[src/rtl/tmds_channel_encoder.sv]
// Per-lane TMDS 8b/10b encoder: DVI video encoding with running disparity, control codes,
// and HDMI TERC4 data-island codes when built with `define TMDS_TERC4_EN.
module tmds_channel_encoder #(
  parameter int unsigned INVERT_OUT = 0,
  parameter int unsigned MSB_FIRST  = 0
) (
  input  logic       clk,
  input  logic       reset,
  input  logic       de,
  input  logic [7:0] d,
  input  logic [1:0] c,
  input  logic       aux_en,
  input  logic [3:0] aux,
  output logic [9:0] q_out
);

  localparam int unsigned DW = 8;
  localparam int unsigned SW = 10;
  localparam int unsigned CW = 5;

  localparam logic [SW-1:0] CTRL_00 = 10'b1101010100;
  localparam logic [SW-1:0] CTRL_01 = 10'b0010101011;
  localparam logic [SW-1:0] CTRL_10 = 10'b0101010100;
  localparam logic [SW-1:0] CTRL_11 = 10'b1010101011;

  function automatic logic [SW-1:0] ctrl_code(input logic [1:0] cc);
    logic [SW-1:0] r;
    case (cc)
      2'b00:   r = CTRL_00;
      2'b01:   r = CTRL_01;
      2'b10:   r = CTRL_10;
      default: r = CTRL_11;
    endcase
    return r;
  endfunction

  // Board-level lane polarity and serializer bit order, applied to the final symbol.
  function automatic logic [SW-1:0] sym_out(input logic [SW-1:0] raw);
    logic [SW-1:0] v;
    logic [SW-1:0] r;
    v = (INVERT_OUT != 0) ? ~raw : raw;
    r = v;
    if (MSB_FIRST != 0) begin
      for (int i = 0; i < int'(SW); i++) r[i] = v[int'(SW)-1-i];
    end
    return r;
  endfunction

`ifdef TMDS_TERC4_EN
  function automatic logic [SW-1:0] terc4(input logic [3:0] a);
    logic [SW-1:0] r;
    case (a)
      4'h0:    r = 10'b1010011100;
      4'h1:    r = 10'b1001100011;
      4'h2:    r = 10'b1011100100;
      4'h3:    r = 10'b1011100010;
      4'h4:    r = 10'b0101110001;
      4'h5:    r = 10'b0100011110;
      4'h6:    r = 10'b0110001110;
      4'h7:    r = 10'b0100111100;
      4'h8:    r = 10'b1011001100;
      4'h9:    r = 10'b0100111001;
      4'hA:    r = 10'b0110011100;
      4'hB:    r = 10'b1011000110;
      4'hC:    r = 10'b1010001110;
      4'hD:    r = 10'b1001110001;
      4'hE:    r = 10'b0101100011;
      default: r = 10'b1011000011;
    endcase
    return r;
  endfunction

  logic       aux_en_q, aux_en_m_q;
  logic [3:0] aux_q, aux_m_q;
`else
  logic unused_aux;
  assign unused_aux = ^{aux_en, aux};
`endif

  logic [DW-1:0]   d_q;
  logic            de_q, de_m_q;
  logic [1:0]      c_q, c_m_q;
  logic [3:0]      n1d;
  logic            use_xnor;
  logic [DW:0]     q_m_d, q_m_q;
  logic [3:0]      n1;
  logic signed [CW-1:0] diff, cnt_d, cnt_q;
  logic [SW-1:0]   raw_d, q_out_q;

  // Input capture stage.
  always_ff @(posedge clk or posedge reset) begin
    if (reset) begin
      d_q  <= '0;
      de_q <= 1'b0;
      c_q  <= '0;
`ifdef TMDS_TERC4_EN
      aux_en_q <= 1'b0;
      aux_q    <= '0;
`endif
    end else begin
      d_q  <= d;
      de_q <= de;
      c_q  <= c;
`ifdef TMDS_TERC4_EN
      aux_en_q <= aux_en;
      aux_q    <= aux;
`endif
    end
  end

  // Transition-minimising q_m: XNOR chain when the byte is ones-heavy.
  always_comb begin
    n1d = '0;
    for (int i = 0; i < int'(DW); i++) n1d = n1d + 4'(d_q[i]);
    use_xnor = (n1d > 4'd4) || ((n1d == 4'd4) && !d_q[0]);
    q_m_d    = '0;
    q_m_d[0] = d_q[0];
    for (int i = 1; i < int'(DW); i++) begin
      q_m_d[i] = use_xnor ? ~(q_m_d[i-1] ^ d_q[i]) : (q_m_d[i-1] ^ d_q[i]);
    end
    q_m_d[DW] = ~use_xnor;
  end

  always_ff @(posedge clk or posedge reset) begin
    if (reset) begin
      q_m_q  <= '0;
      de_m_q <= 1'b0;
      c_m_q  <= '0;
`ifdef TMDS_TERC4_EN
      aux_en_m_q <= 1'b0;
      aux_m_q    <= '0;
`endif
    end else begin
      q_m_q  <= q_m_d;
      de_m_q <= de_q;
      c_m_q  <= c_q;
`ifdef TMDS_TERC4_EN
      aux_en_m_q <= aux_en_q;
      aux_m_q    <= aux_q;
`endif
    end
  end

  // DC balance: diff = n1 - n0 of q_m[7:0], kept in 5-bit two's complement.
  always_comb begin
    n1 = '0;
    for (int i = 0; i < int'(DW); i++) n1 = n1 + 4'(q_m_q[i]);
    diff  = $signed(({1'b0, n1} << 1) - 5'd8);
    raw_d = ctrl_code(c_m_q);
    cnt_d = '0;
    if (de_m_q) begin
      if ((cnt_q == 5'sd0) || (diff == 5'sd0)) begin
        raw_d = {~q_m_q[8], q_m_q[8], q_m_q[8] ? q_m_q[7:0] : ~q_m_q[7:0]};
        cnt_d = q_m_q[8] ? (cnt_q + diff) : (cnt_q - diff);
      end else if (((cnt_q > 5'sd0) && (diff > 5'sd0)) ||
                   ((cnt_q < 5'sd0) && (diff < 5'sd0))) begin
        raw_d = {1'b1, q_m_q[8], ~q_m_q[7:0]};
        cnt_d = cnt_q + (q_m_q[8] ? 5'sd2 : 5'sd0) - diff;
      end else begin
        raw_d = {1'b0, q_m_q[8], q_m_q[7:0]};
        cnt_d = cnt_q - (q_m_q[8] ? 5'sd0 : 5'sd2) + diff;
      end
    end
`ifdef TMDS_TERC4_EN
    else if (aux_en_m_q) begin
      raw_d = terc4(aux_m_q);
    end
`endif
  end

  always_ff @(posedge clk or posedge reset) begin
    if (reset) begin
      q_out_q <= sym_out(CTRL_00);
      cnt_q   <= '0;
    end else begin
      q_out_q <= sym_out(raw_d);
      cnt_q   <= cnt_d;
    end
  end

  assign q_out = q_out_q;

endmodule

[config.mk]
export PLATFORM = sky130hd
export DESIGN_NAME = tmds_channel_encoder
export DESIGN_NICKNAME = d
export VERILOG_FILES = /design/src/rtl/tmds_channel_encoder.sv
export SDC_FILE = /design/constraint.sdc
export NUM_CORES = 1
export LEC_CHECK = 0
export ABC_AREA = 1
export CELL_PAD_IN_SITES_DETAIL_PLACEMENT = 0
export CELL_PAD_IN_SITES_GLOBAL_PLACEMENT = 1
export CORE_MARGIN = 3
export CORE_UTILIZATION = 43
export CTS_CLUSTER_DIAMETER = 120
export DETAILED_ROUTE_END_ITERATION = 8
export GPL_TIMING_DRIVEN = 1
export MAX_ROUTING_LAYER = met4
export PLACE_DENSITY_LB_ADDON = 0.1
export SYNTH_ARGS = -nofsm -noshare
export SYNTH_HDL_FRONTEND = slang
export SYNTH_SLANG_ARGS = --single-unit
[constraint.sdc]
create_clock -name clk -period 5.2 [get_ports clk]
set_input_delay 1.3 -clock clk [delete_from_list [all_inputs] [get_ports clk]]
set_output_delay 1.3 -clock clk [all_outputs]
set_load 0.005 [all_outputs]
==> summary.md, run 1 <==
| Metric | Value |
|---|---|
| Status | `finished clean` |
| Main synth FF type | `dfrtp_1` |
| Final period util | `83.1%` |
| TritonCTS clock tree | `yes` |
| Hold Vio Cnt, Final | `0` |
| Setup Fix Bufs, Post-CTS | `0` |
| Synth Area in Simple Gates | `24.8%` |
| CP Capture Type | `flop` |
| Sequential area share after synthesis | `36.7%` |
| Slew @ Worst Pin | `517 ps` |
| Syn_nets | `344` |
| H-tree levels | `2` |
| Final Max Slew Viols | `0` |
| # resized after CTS | `0` |
| GP Congestion | `0.813` |
| Fmax | `0.231 GHz` |
| Global route overflow | `0` |
| Num rows | `27` |
| Count of different cell masters after synthesis | `24` |
| Final Critical Period | `4320 ps` |
| Via density per instance | `4.52` |
| Post-synthesis compound-gate area fraction | `3.15%` |
| WS Path Type | `reg -> reg` |
| Die width | `82.8 µm` |
| Port bufs | `22` |
| Die ar. | `0.00686 mm²` |
| Total Routing Usage GR | `14.6%` |
| DR WL/cell | `11.3 µm` |
| Drt total wl | `4420 µm` |
| Async SR Flop Fraction | `100%` |
| Top-Level Pins | `28` |
| # DRC | `0` |
| Mapped Cells | `288` |
| Final Net Count | `373` |
| Detailed Route Iter0 Violations | `50` |
| Sink Count | `37` |
| Cell family with most CP delay | `adder cells` |
| HPWL after DPL | `3680 µm` |
| Max layer used | `met4` |
| Flops & latches, synth | `37` |
| Critical path fanouts, max | `3` |
| WL met3 | `87 µm` |
| Initial Util | `45.3%` |
| First-pass GRT wire length | `7980 µm` |
| Max Cap Violations | `0` |
| Cell Area, Synth | `0.00254 mm²` |
| Post-synth EDFFs | `0` |
| Req. time, crit path | `5380 ps` |
| Crit path launch type | `flop` |
| Hold_buf cts | `0` |
| Slowest-stage cell, CP | `fa_1` |
| CTS buffer count | `5` |
| Antenna Nets Post-Route | `0` |
| Core box area | `0.00561 mm²` |
| RSZ-0062 raised after global routing | `false` |
| Slew HR | `65.2%` |
| Vias | `1,762` |
| Vias in the first global route | `1,832` |
| Die H | `82.8 µm` |
| CP most frequent cell | `nand2_1` |
| Area delta synth->final | `16.7%` |
| Post-Route Skew | `4.15 ps` |
| M1 WL | `2010 µm` |
| Most common cell after layout, fill and taps aside | `nand2_1` |
| Worst Path Buf+Inv | `5` |
| Largest net degree at the start of global routing | `38` |
| Layout cells sized above 1 | `12.6%` |
| Initial antenna violation count | `0` |
| Hold WC Path Type | `reg -> reg` |
| Worst-path cell chain | `fa_1 > inv_1 > fa_1 > fa_1 > inv_1 > ha_1 > fa_1 > inv_1 > nand2_1 > nand2_1 > inv_1 > ha_1 > ha_1 > inv_1 > nand2_1 > nand2_1 > nand3_1 > nand2_1 > nand2_1 > nand2_1 > nand2_1 > nand2_1 > nor2_1` |
| Longest Clk Path Bufs | `2` |
| Clock Latency Late Sink | `280 ps` |
| Synth Area in Adders | `22.6%` |
| Arr. time, crit path | `4500 ps` |
| Syn Area/Cell | `8.81 µm²` |
| Mux contribution to synthesized area | `0%` |
| TNS Setup | `0 ps` |
| Synth warn | `0` |
| Met2 WL post-DR | `2260 µm` |
| Drt pass-1 iters | `4` |
| Register-to-register setup slack | `880 ps` |
| Commonest cells after routing, fill and taps aside | `nand2_1 (59), inv_1 (57), dfrtp_1 (32), nand3_1 (25), ha_1 (25)` |
| Number of setup violations in the final report | `0` |
| Diode count | `0` |
| Worst path max stage delay | `540 ps` |
| Root Buffer | `clkbuf_8` |
| Clock-pin slew on the worst setup and hold paths | `70 ps` |
| Post-synthesis xor/xnor area fraction | `3.45%` |
| Largest family of logic cells by synthesized area | `simple AND/OR/NAND/NOR gates` |
==> worst paths after layout <==
path                               startpoint            endpoint  cells after the start
min                            de_q$_DFF_PP0_    de_m_q$_DFF_PP0_                      0
max in group asynchronous               reset  q_out[8]$_DFF_PP1_                      3
min in group asynchronous               reset    d_q[3]$_DFF_PP0_                      3
max reg2reg                q_m_q[0]$_DFF_PP0_  cnt_q[4]$_DFF_PP0_                     23
max                        q_m_q[0]$_DFF_PP0_  cnt_q[4]$_DFF_PP0_                     23
min reg2reg                    de_q$_DFF_PP0_    de_m_q$_DFF_PP0_                      0
==> stage by stage <==
stage                     std cells  util [%]  hold WS (ps)  instance area (µm²)  worst slack [ps]
after CTS                       390      52.8           353                 2960               815
final                           390      52.8           351                 2960               880
after floorplan                 288         -           331                 2540              1150
after global placement          382      50.8           333                 2850               890
after detailed placement        382      50.8           335                 2850               815
after global routing            390      52.8           362                 2960               608
==> synthesized netlist by cell type (2+ instances only) <==
library cell | count | area, µm²
xnor2_1 | 7 | 61.3
inv_2 | 3 | 11.3
nand2_8 | 2 | 40.0
nand3b_1 | 5 | 37.5
dfstp_2 | 5 | 131
nor2_1 | 12 | 45.0
o21ai_1 | 4 | 20.0
nand2_1 | 59 | 221
o21ai_0 | 6 | 30.0
nand3_2 | 2 | 20.0
a21oi_1 | 6 | 30.0
ha_1 | 25 | 313
nand2_2 | 15 | 93.8
nand3_1 | 25 | 125
fa_1 | 13 | 260
dfrtp_1 | 32 | 801
nand2_4 | 2 | 22.5
xor2_1 | 3 | 26.3
inv_1 | 57 | 214
==> cell type report <==
type,instances,area (µm²)
fillers,541,2650
flip-flops and latches,37,932
inverters,61,231
clock buffers,6,72.6
well taps,72,90.1
repair buffers,23,228
multi-input cells,189,1370
clock inverters,2,38.8
==> logic make-up (layout without fill, tap and decap cells) <==
group                    after synthesis  in the layout
AO/OA/AOI/OAI                         16             16
AND/OR/NAND/NOR                      125            125
buffers and inverters                 62             92
adder cells (fa/ha/maj)               38             38
flip-flops                            37             37
XOR/XNOR                              10             10
==> routing by layer <==
| layer | GRT usage, % | vias to the layer above |
|---|---|---|
| li1 | - | 936 |
| met3 | 2.78 | 7 |
| met2 | 25.6 | 17 |
| met5 | - | - |
| met1 | 17.3 | 802 |
| met4 | 3.57 | 0 |
==> flip-flops by register name (all words and copies together) (netlist names) <==
register and count:
q_out 10, q_m_q 9, d_q 8, cnt_q 4, c_m_q 2, c_q 2
de_m_q 1, de_q 1
==> worst register-to-register path, cell delays in order, from the launching register on <==
cell and delay, ps:
dfrtp_1 430, fa_1 540, inv_1 50, fa_1 460, fa_1 490, inv_1 40, ha_1 190, fa_1 400
inv_1 60, nand2_1 60, nand2_1 90, inv_1 90, ha_1 350, ha_1 340, inv_1 90, nand2_1 50
nand2_1 70, nand3_1 60, nand2_1 80, nand2_1 50, nand2_1 70, nand2_1 60, nand2_1 60, nor2_1 40
Power of run 1 is left out: the tool's default activity adds up to more than one toggle a clock period on the data nets, which glitch-free logic cannot reach.
==> inputs of run 2 (changes only) <==
--- a/config.mk
+++ b/config.mk
@@ -9,7 +9,7 @@
 export CELL_PAD_IN_SITES_DETAIL_PLACEMENT = 0
 export CELL_PAD_IN_SITES_GLOBAL_PLACEMENT = 1
 export CORE_MARGIN = 3
-export CORE_UTILIZATION = 43
+export CORE_UTILIZATION = 39
 export CTS_CLUSTER_DIAMETER = 120
 export DETAILED_ROUTE_END_ITERATION = 8
 export GPL_TIMING_DRIVEN = 1
==> constraint.sdc (replaced) <==
create_clock -name clk -period 3.7 [get_ports clk]
set_input_delay 0.925 -clock clk [delete_from_list [all_inputs] [get_ports clk]]
set_output_delay 0.925 -clock clk [all_outputs]
set_load 0.005 [all_outputs]
==> run 2 against run 1 <==
Against the previous run: the flow now finishes with violations (setup timing); critical path depth shrank 7; die area grew 9.5%; setup slack lost 1300 ps; global-route usage grew 0.95 points; clock-buffer cell count grew 2; register-to-register slack lost 1300 ps; via count grew 7.4%; hold slack is essentially flat; sequential share of layout area shrank 4.3 points; fmax grew 5.2%; critical path type unchanged.
==> summary.md, run 2 (synthesized netlist as in run 1, its figures left out) <==
| Metric | Value |
|---|---|
| Via density per instance | `4.54 (+0.48%)` |
| Core Util, Final | `56.2% (+3.4 points)` |
| HPWL after DPL | `3830 µm (+3.9%)` |
| Most crowded layer after global routing | `met2` |
| Final Net Count | `397 (+6.4%)` |
| Clock-pin slew on the worst setup and hold paths | `80 ps (about the same)` |
| Sink Count | `37 (unchanged)` |
| Core box area | `0.00610 mm² (+8.7%)` |
| Register-to-register setup slack | `-410 ps (-1290 ps)` |
| Req. time, crit path | `3890 ps (-1490 ps)` |
| Post-Route Skew | `14.6 ps (+10.5 ps)` |
| RSZ-0062 raised after global routing | `true` |
| Final period util | `111% (+28 points)` |
| Drt pass-1 iters | `4 (unchanged)` |
| Die ar. | `0.00751 mm² (+9.5%)` |
| Status | `finished, violations left` |
| Critical path fanouts, max | `3 (unchanged)` |
| Die width | `86.7 µm (+4.6%)` |
| CTS buffer count | `5 (unchanged)` |
| # DRC | `0 (unchanged)` |
| TritonCTS clock tree | `yes` |
| Register area | `932 µm² (unchanged)` |
| Hold Vio Cnt, Final | `0 (unchanged)` |
| Number of setup violations in the final report | `13 (+13)` |
| Final Critical Period | `4110 ps (-214 ps)` |
| TNS Setup | `-3750 ps (-3750 ps)` |
| CP Capture Type | `flop` |
| WS Path Type | `reg -> reg` |
| Hold Crit Start | `c_q[1]$_DFF_PP0_` |
| Most common cell after layout, fill and taps aside | `nand2_1` |
| Slew @ Worst Pin | `628 ps (+111 ps)` |
| Die H | `86.7 µm (+4.6%)` |
| Fmax | `0.244 GHz (+5.2%)` |
| Pre-CTS WS | `-560 ps (-1380 ps)` |
| Top-Level Pins | `28 (unchanged)` |
| Initial antenna violation count | `0 (unchanged)` |
| Drt total wl | `5020 µm (+13%)` |
| Worst r2r src | `q_m_q[0]$_DFF_PP0_` |
| Commonest cells after routing, fill and taps aside | `nand2_1 (51), inv_1 (50), dfrtp_1 (32), clkdlybuf4s50_1 (22), buf_4 (21)` |
| Initial Util | `41.6% (-3.6 points)` |
| Reg-to-reg endpoint | `cnt_q[2]$_DFF_PP0_` |
| Total Routing Usage GR | `15.5% (+0.95 points)` |
| DR WL/cell | `12.0 µm (+6.1%)` |
| Slew HR | `57.7% (-7.5 points)` |
| Hold_buf cts | `0 (unchanged)` |
| Hold Path Stages | `0 (unchanged)` |
| Final Max Slew Viols | `0 (unchanged)` |
| Max Cap Violations | `0 (unchanged)` |
| Number of flip-flops in the largest register | `10 (unchanged)` |
| Met3 capacity usage during global routing | `3.14% (+0.36 points)` |
| Antenna Nets Post-Route | `0 (unchanged)` |
| Failing checks | `setup timing` |
| Root Buffer | `clkbuf_8` |
| Arr. time, crit path | `4290 ps (-210 ps)` |
| Cell depth of the worst setup path | `16 (-30%)` |
| Vias in the first global route | `1,829 (-0.16%)` |
| Final worst slack | `-406 ps (-1290 ps)` |
| Diode count | `0 (unchanged)` |
| H-tree levels | `2 (unchanged)` |
| Layout cells sized above 1 | `31.9% (+19 points)` |
| Reg2reg path depth | `16 (-30%)` |
| Worst path max stage delay | `590 ps (+50 ps)` |
| Multi-input logic area | `0.00166 mm² (+21%)` |
| GP Congestion | `0.789 (-2.9%)` |
| Num rows | `28 (+3.7%)` |
| Detailed Route Iter0 Violations | `44 (-12%)` |
| Met1 usage | `21.0% (+3.7 points)` |
| Worst Path Buf+Inv | `6 (+1)` |
| Longest Clk Path Bufs | `2 (unchanged)` |
| Area delta synth->final | `35.0%` |
| Slowest-stage cell, CP | `fa_2` |
| Layout fillers | `590 (+9.1%)` |
| Met2 usage | `24.7% (-0.90 points)` |
| Vias | `1,893 (+7.4%)` |
| Crit path launch type | `flop` |
| Global route overflow | `0 (unchanged)` |
| First-pass GRT wire length | `8780 µm (+10%)` |
| Hold WC Path Type | `reg -> reg` |
| Largest net degree at the start of global routing | `38 (unchanged)` |
| Clock Latency Late Sink | `290 ps (about the same)` |
| Worst-path cell chain | `fa_1 > inv_1 > fa_1 > fa_1 > inv_1 > ha_2 > fa_2 > inv_4 > ha_4 > inv_2 > o21ai_4 > inv_2 > fa_2 > a21oi_2 > o21ai_1 > inv_1` |
| Port bufs | `22 (unchanged)` |
| Cell family with most CP delay | `adder cells` |
| Hold EP | `c_m_q[1]$_DFF_PP0_` |
[run 2: through the flow]
step	instances	instance area [µm²]	hold slack, ps
after CTS	415	3330	352
after detailed placement	403	3050	336
final	417	3430	351
after floorplan	288	2600	331
after global routing	417	3430	354
after global placement	403	3050	332
[run 2: area by class of cell]
| type | instances | area share (%) |
|---|---|---|
| clock buffer | 8 | 2.63 |
| inverter | 61 | 6.97 |
| multi-input combinational | 191 | 48.5 |
| sequential | 37 | 27.2 |
| tap | 75 | 2.74 |
| timing repair buffer | 45 | 11.9 |
[run 2: worst max-delay path by stage]
stage / from / end / slack, ps
after floorplan: q_m_q[0]$_DFF_PP0_ / cnt_q[2]$_DFF_PP0_ / -270
after global placement: q_m_q[0]$_DFF_PP0_ / cnt_q[4]$_DFF_PP0_ / -450
after detailed placement: q_m_q[0]$_DFF_PP0_ / cnt_q[4]$_DFF_PP0_ / -560
after CTS: q_m_q[0]$_DFF_PP0_ / cnt_q[4]$_DFF_PP0_ / -440
after global routing: q_m_q[0]$_DFF_PP0_ / cnt_q[4]$_DFF_PP0_ / -640
final: q_m_q[0]$_DFF_PP0_ / cnt_q[2]$_DFF_PP0_ / -410
[run 2: layer usage]
metal	vias to the layer above	share of wire, %
li1	989	-
met4	0	0.28
met5	-	0
met3	2	2.4
met1	885	48
met2	17	50
[run 2: what timing repair did]
| item | in CTS | in global routing |
|---|---|---|
| gates cloned | 2 | 0 |
| pin swaps | 7 | 16 |
| setup buffers | 2 | 2 |
| setup endpoints to repair | 13 | 13 |
| resized for setup | 30 | 19 |
Power of run 2 is left out for the same reason.
==> inputs of run 3 (changes only) <==
==> constraint.sdc (replaced) <==
create_clock -name clk -period 3.7 [get_ports clk]
set_input_delay 0.37 -clock clk [delete_from_list [all_inputs] [get_ports clk]]
set_output_delay 0.37 -clock clk [all_outputs]
set_load 0.005 [all_outputs]
==> run 3 against run 2 <==
Against the previous run: the flow still finishes with violations (setup timing); clock skew fell by 7.4 ps; critical path depth did not move; clock-buffer cell count fell by 2; flip-flop and latch count did not move; non-clock buffer count rose by 1; register-to-register slack improved by 50 ps; critical path type unchanged; largest cell class unchanged.
==> summary.md, run 3 (synthesized netlist as in run 1, its figures left out) <==
| Metric | Value |
|---|---|
| Clock Latency Late Sink | `290 ps (about the same)` |
| Total Routing Usage GR | `15.5% (-0.022 points)` |
| Final Critical Period | `4050 ps (-53.5 ps)` |
| Layout cells sized above 1 | `30.6% (-1.3 points)` |
| Num rows | `28 (unchanged)` |
| Post-Route Skew | `7.19 ps (-7.42 ps)` |
| HPWL after DPL | `4090 µm (+6.8%)` |
| Status | `finished, violations left` |
| Core box area | `0.00610 mm² (unchanged)` |
| Initial Util | `41.6% (unchanged)` |
| Die width | `86.7 µm (unchanged)` |
| Final worst slack | `-353 ps (+53.5 ps)` |
| CP Capture Type | `flop` |
| Fin Hold WS | `351 ps (+0.233 ps)` |
| H-tree levels | `2 (unchanged)` |
| Hold_buf cts | `0 (unchanged)` |
| WS Path Type | `reg -> reg` |
| Launch point of the worst path | `q_m_q[0]$_DFF_PP0_` |
| Drt pass-1 iters | `4 (unchanged)` |
| Max Cap Violations | `0 (unchanged)` |
| Worst-path cell chain | `fa_1 > inv_1 > fa_1 > fa_1 > inv_1 > ha_2 > fa_2 > inv_4 > ha_4 > inv_2 > o21ai_2 > inv_2 > fa_2 > a21oi_2 > o21ai_1 > inv_1` |
| Slowest-stage cell, CP | `fa_2` |
| Number of setup violations in the final report | `13 (unchanged)` |
| Root Buffer | `clkbuf_8` |
| Area delta synth->final | `33.6%` |
| Critical path fanouts, max | `3 (unchanged)` |
| Register-to-register setup slack | `-350 ps (+50 ps)` |
| Dpl cells | `400 (-0.74%)` |
| Hold WC Path Type | `reg -> reg` |
| Final Max Slew Viols | `0 (unchanged)` |
| Sink Count | `37 (unchanged)` |
| Reg2reg path depth | `16 (unchanged)` |
| Commonest cells after routing, fill and taps aside | `nand2_1 (51), inv_1 (50), dfrtp_1 (32), clkdlybuf4s50_1 (22), buf_4 (21)` |
| Top-Level Pins | `28 (unchanged)` |
| Diode count | `0 (unchanged)` |
| Die H | `86.7 µm (unchanged)` |
| Number of flip-flops in the largest register | `10 (unchanged)` |
| Port bufs | `22 (unchanged)` |
| Vias in the first global route | `1,930 (+5.5%)` |
| RSZ-0062 raised after global routing | `true` |
| Clock-pin slew on the worst setup and hold paths | `70 ps (about the same)` |
| Most common cell after layout, fill and taps aside | `nand2_1` |
| CTS buffer count | `5 (unchanged)` |
| Via density per instance | `4.54 (about the same)` |
| Initial antenna violation count | `0 (unchanged)` |
| Fmax | `0.247 GHz (+1.3%)` |
| Final period util | `110% (-1.4 points)` |
| Longest Clk Path Bufs | `2 (unchanged)` |
| Req. time, crit path | `3880 ps (about the same)` |
| First-pass GRT wire length | `8790 µm (about the same)` |
| Global route overflow | `0 (unchanged)` |
| Slew @ Worst Pin | `833 ps (+205 ps)` |
| Hold Vio Cnt, Final | `0 (unchanged)` |
| # DRC | `0 (unchanged)` |
| Worst r2r src | `q_m_q[0]$_DFF_PP0_` |
| Die ar. | `0.00751 mm² (unchanged)` |
| Cell depth of the worst setup path | `16 (unchanged)` |
| Antenna Nets Post-Route | `0 (unchanged)` |
| Detailed Route Iter0 Violations | `63 (+43%)` |
| Vias | `1,897 (+0.21%)` |
| Worst path max stage delay | `570 ps (-20 ps)` |
| Largest net degree at the start of global routing | `23 (-39%)` |
| Hold Path Stages | `0 (unchanged)` |
| DR WL/cell | `12.1 µm (+0.40%)` |
| GP Congestion | `0.820 (+3.9%)` |
| Final Net Count | `398 (+0.25%)` |
| Crit path launch type | `flop` |
| Slew HR | `44.4% (-13 points)` |
| Worst Path Buf+Inv | `6 (unchanged)` |
| Drt total wl | `5050 µm (+0.64%)` |
| Failing checks | `setup timing` |
| Arr. time, crit path | `4240 ps (-50 ps)` |
| TritonCTS clock tree | `yes` |
| Final non-filler cell total | `418 (+0.24%)` |
| Cell family with most CP delay | `adder cells` |
| Hold Crit Start | `c_q[1]$_DFF_PP0_` |
| Core Util, Final | `55.6% (-0.62 points)` |
[run 3: repair_timing]
action | 4_1_cts | 5_1_grt
gates cloned | 2 | 0
setup buffers | 5 | 4
pin swaps | 13 | 13
gates resized for setup | 26 | 17
setup endpoints to repair | 13 | 15
[run 3: final timing paths]
path | end
setup / recovery | cnt_q[2]$_DFF_PP0_
hold reg to reg | c_m_q[1]$_DFF_PP0_
hold / removal | c_m_q[1]$_DFF_PP0_
setup reg to reg | cnt_q[2]$_DFF_PP0_
min in group asynchronous | d_q[3]$_DFF_PP0_
max in group asynchronous | q_out[9]$_DFF_PP1_
[run 3: area by class of cell]
type                            instances  area (µm²)
Fill cell                             577        2710
Sequential cell                        37         932
Clock buffer                            6        82.6
Tap cell                               75        93.8
Inverter                               61         239
Clock inverter                          2        13.8
Timing Repair Buffer                   46         420
Multi-Input combinational cell        191        1610
[run 3: metal layers]
layer | routed length [µm] | vias up | global-route usage [%]
met5 | 0 | - | -
met1 | 2360 | 884 | 20.0
met4 | 42 | 0 | 4.25
met2 | 2500 | 23 | 25.2
li1 | - | 984 | -
met3 | 148 | 6 | 2.85
[run 3: metrics by stage]
stage | worst slack, ps | setup TNS (ps) | area (µm²)
CTS | -376 | -3040 | 3290
floorplan | -270 | -1550 | 2600
detailed placement | -468 | -4280 | 3030
global route | -551 | -5120 | 3390
global placement | -401 | -3350 | 3030
finish | -353 | -2690 | 3390
Power of run 3 is left out for the same reason.
